--- config.mk ---
export PLATFORM = sky130hd
export DESIGN_NAME = seventap_coeff_ctrl
export DESIGN_NICKNAME = d
export VERILOG_FILES = /design/src/rtl/seventap_coeff_ctrl.sv
export SDC_FILE = /design/constraint.sdc
export NUM_CORES = 1
export LEC_CHECK = 0
export CORE_MARGIN = 3
export CORE_UTILIZATION = 54
export CTS_CLUSTER_DIAMETER = 100
export DETAILED_ROUTE_END_ITERATION = 6
export PLACE_DENSITY = 0.8
export SLEW_MARGIN = 10
export SYNTH_ARGS = -nofsm -noshare
export SYNTH_HDL_FRONTEND = slang
export SYNTH_SLANG_ARGS = --single-unit
--- constraint.sdc ---
create_clock -name clk_i -period 11 [get_ports clk_i]
set_input_delay 2.75 -clock clk_i [delete_from_list [all_inputs] [get_ports clk_i]]
set_output_delay 2.75 -clock clk_i [all_outputs]
set_load 0.01 [all_outputs]
--- src/rtl/seventap_coeff_ctrl.sv ---
// Coefficient sequencer for a seven-tap systolic preadd FIR: shadow/active banks, atomic swap, output blanking.
// Optional symmetric-filter write mode is enabled by defining SEVENTAP_COEFF_SYMMETRIC_EN.
module seventap_coeff_ctrl #(
    parameter int unsigned   FLUSH_CYCLES = 12,
    parameter logic [125:0]  INIT_COEFF   = 126'd0
) (
    input  logic        clk_i,
    input  logic        rst_i,
    input  logic [2:0]  wr_addr_i,
    input  logic [17:0] wr_dat_i,
    input  logic        wr_valid_i,
    output logic        wr_ready_o,
    input  logic        commit_i,
    output logic        commit_ack_o,
    output logic        busy_o,
    output logic        err_o,
    output logic        dat_valid_o,
    output logic [17:0] coeff0_o,
    output logic [17:0] coeff1_o,
    output logic [17:0] coeff2_o,
    output logic [17:0] coeff3_o,
    output logic [17:0] coeff4_o,
    output logic [17:0] coeff5_o,
    output logic [17:0] coeff6_o
);

    typedef enum logic [1:0] {IDLE, SWAP, FLUSH} state_t;

    localparam logic [7:0] FLUSH_LOAD = 8'(FLUSH_CYCLES);

    state_t      state, state_nxt;
    logic [7:0]  count;
    logic        ack_armed;
    logic [17:0] shadow [7];
    logic [17:0] active [7];
    logic [6:0]  wr_hit;
    logic        wr_bad;
    logic        accept_wr;
    logic        accept_commit;

    assign accept_wr     = (state == IDLE) && wr_valid_i;
    assign accept_commit = (state == IDLE) && commit_i;

    // Decode which shadow slots a write touches and whether the address is illegal.
    always_comb begin
        wr_hit = '0;
        wr_bad = 1'b0;
`ifdef SEVENTAP_COEFF_SYMMETRIC_EN
        wr_bad = (wr_addr_i > 3'd3);
        for (int i = 0; i < 7; i++) begin
            if (!wr_bad && (wr_addr_i == 3'(i) || wr_addr_i == 3'(6 - i)))
                wr_hit[i] = 1'b1;
        end
`else
        wr_bad = (wr_addr_i == 3'd7);
        for (int i = 0; i < 7; i++) begin
            if (wr_addr_i == 3'(i))
                wr_hit[i] = 1'b1;
        end
`endif
    end

    always_comb begin
        state_nxt   = state;
        wr_ready_o  = 1'b0;
        busy_o      = 1'b1;
        dat_valid_o = 1'b0;
        case (state)
            IDLE: begin
                wr_ready_o  = 1'b1;
                busy_o      = 1'b0;
                dat_valid_o = 1'b1;
                if (commit_i)
                    state_nxt = SWAP;
            end
            SWAP:    state_nxt = FLUSH;
            FLUSH:   if (count == 8'd1) state_nxt = IDLE;
            default: state_nxt = IDLE;
        endcase
    end

    // Reset lands in FLUSH so the filter pipeline drains before the first valid output.
    always_ff @(posedge clk_i or posedge rst_i) begin
        if (rst_i) begin
            state     <= FLUSH;
            count     <= FLUSH_LOAD;
            ack_armed <= 1'b0;
        end else begin
            state <= state_nxt;
            if (state == SWAP) begin
                count     <= FLUSH_LOAD;
                ack_armed <= 1'b1;
            end else if (state == FLUSH) begin
                count <= count - 8'd1;
                if (count == 8'd1)
                    ack_armed <= 1'b0;
            end
        end
    end

    // A write and a commit in the same IDLE cycle both land here, so the swap sees the merged bank.
    always_ff @(posedge clk_i or posedge rst_i) begin
        if (rst_i) begin
            for (int i = 0; i < 7; i++) begin
                shadow[i] <= INIT_COEFF[18*i +: 18];
                active[i] <= INIT_COEFF[18*i +: 18];
            end
            err_o <= 1'b0;
        end else begin
            if (accept_wr) begin
                for (int i = 0; i < 7; i++) begin
                    if (wr_hit[i])
                        shadow[i] <= wr_dat_i;
                end
            end
            if (state == SWAP) begin
                for (int i = 0; i < 7; i++)
                    active[i] <= shadow[i];
            end
            if (accept_commit)
                err_o <= 1'b0;
            else if (accept_wr && wr_bad)
                err_o <= 1'b1;
        end
    end

    assign commit_ack_o = (state == FLUSH) && (count == 8'd1) && ack_armed;

    assign coeff0_o = active[0];
    assign coeff1_o = active[1];
    assign coeff2_o = active[2];
    assign coeff3_o = active[3];
    assign coeff4_o = active[4];
    assign coeff5_o = active[5];
    assign coeff6_o = active[6];

endmodule

==> summary.txt <==
Synth
  • Synth Area in Adders: 0.008592
  • Synth Net Count: 644
  • Multiplexer share of the synthesized area: 0.2902
  • Synth Area in Compound Gates: 0.01375
  • Yosys reg bits: 264
  • Post-synthesis cell count: 612
  • Largest family of logic cells by synthesized area: multiplexers
  • Simple-gate share of the synthesized area: 0.01890
  • Dominant cells by area after synthesis: dfrtp_1, mux2_2, mux2_4
  • Yosys warns: 0
  • EDFF count, synth: 0
  • Yosys cell types: 42
  • Async S/R FF share, synth: 1.000
  • Top-area cell type share of the netlist area: 0.6407
  • Synth Area in XOR/XNOR: 0
  • Prevailing post-synth register cell: dfrtp_1
  • Cell area after synthesis: 0.01019 sq mm
  • Synth area leader: dfrtp_1
  • Register area share after synthesis: 0.6485
  • Syn avg cell area: 16.66 sq um

Die
  • Chip Height: 143.4 microns
  • Floorplan row count: 49
  • Total core area: 0.01827 sq mm
  • Initial Utilization: 0.5579
  • Die Area: 0.02056 sq mm
  • Die Width: 143.4 microns
  • Boundary Pins: 156

Clocking
  • Clock tree sinks: 264
  • Post-cts sizing count: 0
  • TritonCTS Buffers: 27
  • Later-pin clock latency in the skew report: 0.52 ns
  • CTS tree: yes
  • CTS root buf: clkbuf_16
  • Reg clk slew, reported paths: 0.06 ns
  • Postcts setup bufs: 0
  • H-tree level count: 1
  • CTS Buffer Depth: 3
  • CTS hold repair buffers: 0

Detailed routing
  • Met3 routed WL: 805 microns
  • Final wirelength: 20920 microns
  • Wirelength per Cell: 20.55 microns
  • Met2 wire length: 10390 microns
  • Pre-antenna DRT Iters: 4
  • DRC Markers: 0
  • Total vias in the final route: 5673
  • Via density: 5.573
  • DRT iter0 DRCs: 242
  • Metal1 wirelength: 9202 microns
  • Highest Signal Layer: met4
  • Antenna Nets Post-Route: 0

Global routing
  • First-pass GRT wire length: 33620 microns
  • Largest net degree at the start of global routing: 131
  • Vias in the first global route: 6083
  • GRT Util Overall: 0.2069
  • GR Overflow Total: 0
  • Initial antenna violation count: 0

Place
  • Port Buffers: 155
  • Cells after DPL: 972
  • HPWL Detailed: 13620 microns
  • Placed Area: 0.01190 sq mm
  • Pre-CTS setup slack: 6.069 ns
  • GP Congestion: 0.8335

Cells and area
  • Nets: 804
  • Final std cells w/o fill: 1018
  • Layout area overhead: 26.40%
  • Fraction of layout cells with a size suffix above 1: 0.4030
  • Ant diodes: 0
  • Fin area: 0.01288 sq mm

Timing
  • Final worst slack: 5.751 ns
  • Fmax: 190.5 MHz
  • Final Hold Vio Count: 0
  • Actual slew at the worst max-slew pin: 1.172 ns
  • Max-slew violations: 0
  • Period minus WS final: 5.249 ns
  • Final period util: 0.4772
  • Clk_skew: 0.008320 ns
  • Setup Viol. Count Final: 0
  • Setup_tns: 0 ns
  • Hold_ws: 0.4956 ns
  • Worst slew margin: 0.2186
  • RSZ-0062 raised after global routing: false

Power
  • Worst vdd ir: 0.1781 mV
  • PwrDens: 330.0 mW/mm^2
  • P_leak: 5.719 nW

Setup path
  • R2R Path End: coeff1_o[17]
  • CP max stage delay: 0.58 ns
  • Top delay family on crit path: simple AND/OR/NAND/NOR gates
  • WP data required: 8.25 ns
  • R2R Setup Slk: 8.23 ns
  • CP max-delay cell: clkdlybuf4s50_1
  • Ordered list of cells on the worst path: inv_1, ha_1, or3b_2, nor4_1, clkdlybuf4s50_1
  • Crit path arrival time: 2.50 ns
  • Setup crit start kind: register
  • Critical Path End Type: output port
  • WS Path Type: register to output port
  • R2R cell count: 4
  • Crit path max fanout: 5
  • Reg-to-Reg Start: state[1]
  • Worst path buffer plus inverter count: 2

Worst hold path
  • Hold Path Depth: 1
  • Hold worst-path end: coeff2_o[9]
  • HP Class: register to register
  • Hold Path Origin: shadow[81]

Job
  • Max Cap Viol: 0

Status
  • Status: completed
-- where the power goes --
part	internal (mW)	switching, mW
registers	1.46	0.280
logic	0.949	0.565
clock network	0.637	0.362
total	3.05	1.21
-- routing by layer --
| metal | up-vias | global-route usage |
|---|---|---|
| met5 | - | 0 |
| met4 | 0 | 0.05649 |
| met3 | 37 | 0.03128 |
| met2 | 127 | 0.3448 |
| met1 | 3007 | 0.2880 |
| li1 | 2502 | - |
-- through the flow --
step | util | power [mW]
floorplan | - | 2.579
global route | 0.7052 | 4.487
finish | 0.7052 | 4.252
CTS | 0.7052 | 4.296
global placement | 0.6515 | 3.186
detailed placement | 0.6515 | 3.274
-- how the worst max path moves through the flow --
stage / startpoint / endpoint / slack (ns) / cells past startpoint
3_3_place_gp: wr_addr_i[0] / shadow[116] / 6.10 / 4
3_5_place_dp: wr_addr_i[0] / shadow[118] / 6.07 / 4
5_1_grt: count[1] / commit_ack_o / 5.65 / 5
2_1_floorplan: rst_i / ack_armed / 0.99 / 1
6_report: count[1] / commit_ack_o / 5.75 / 5
4_1_cts: count[1] / commit_ack_o / 5.74 / 5
-- area by class of cell --
cell class | count | area (sq um)
Multi-Input combinational cell | 312 | 3391
Fill cell | 1179 | 5385
Clock buffer | 33 | 738.2
Clock inverter | 13 | 244.0
Tap cell | 229 | 286.5
Timing Repair Buffer | 158 | 1574
Sequential cell | 264 | 6610
Inverter | 9 | 41.29
-- kinds of logic after synthesis --
| logic type | after synthesis |
|---|---|
| AND/OR/NAND/NOR | 31 |
| AO/OA/AOI/OAI | 18 |
| multiplexers | 256 |
| adder cells (fa/ha/maj) | 7 |
| flip-flops | 264 |
| buffers and inverters | 36 |
-- placed cells by master, fill, tap and decap left out, drive strengths merged, types with 2 or more instances in the layout --
cell / n
nor2: 9
clkdlybuf4s50: 155
nand3: 2
dfrtp: 261
or4: 2
inv: 10
or3: 4
clkbuf: 33
buf: 3
o22a: 2
nand2: 4
dfstp: 3
bufinv: 7
o21ai: 2
nor4: 2
mux2: 256
ha: 7
nand2b: 3
clkinv: 5
a22o: 2
-- Yosys cell counts (3+ instances only) --
cell type / count
dfstp_2: 3
mux2_4: 20
buf_6: 4
nand2_1: 4
mux2_2: 236
ha_1: 7
or3_1: 3
clkbuf_1: 13
nor2_1: 4
nor2_2: 5
dfrtp_1: 261
buf_4: 6
nand2b_1: 3
inv_1: 9
-- registers in the layout (all words and copies together) (netlist names) --
signal     count
coeff6_o      18
coeff5_o      18
err_o          1
coeff1_o      18
coeff4_o      18
coeff0_o      18
count          8
state          2
shadow       126
coeff3_o      18
ack_armed      1
coeff2_o      18
Power figures use the tool's default switching activity.
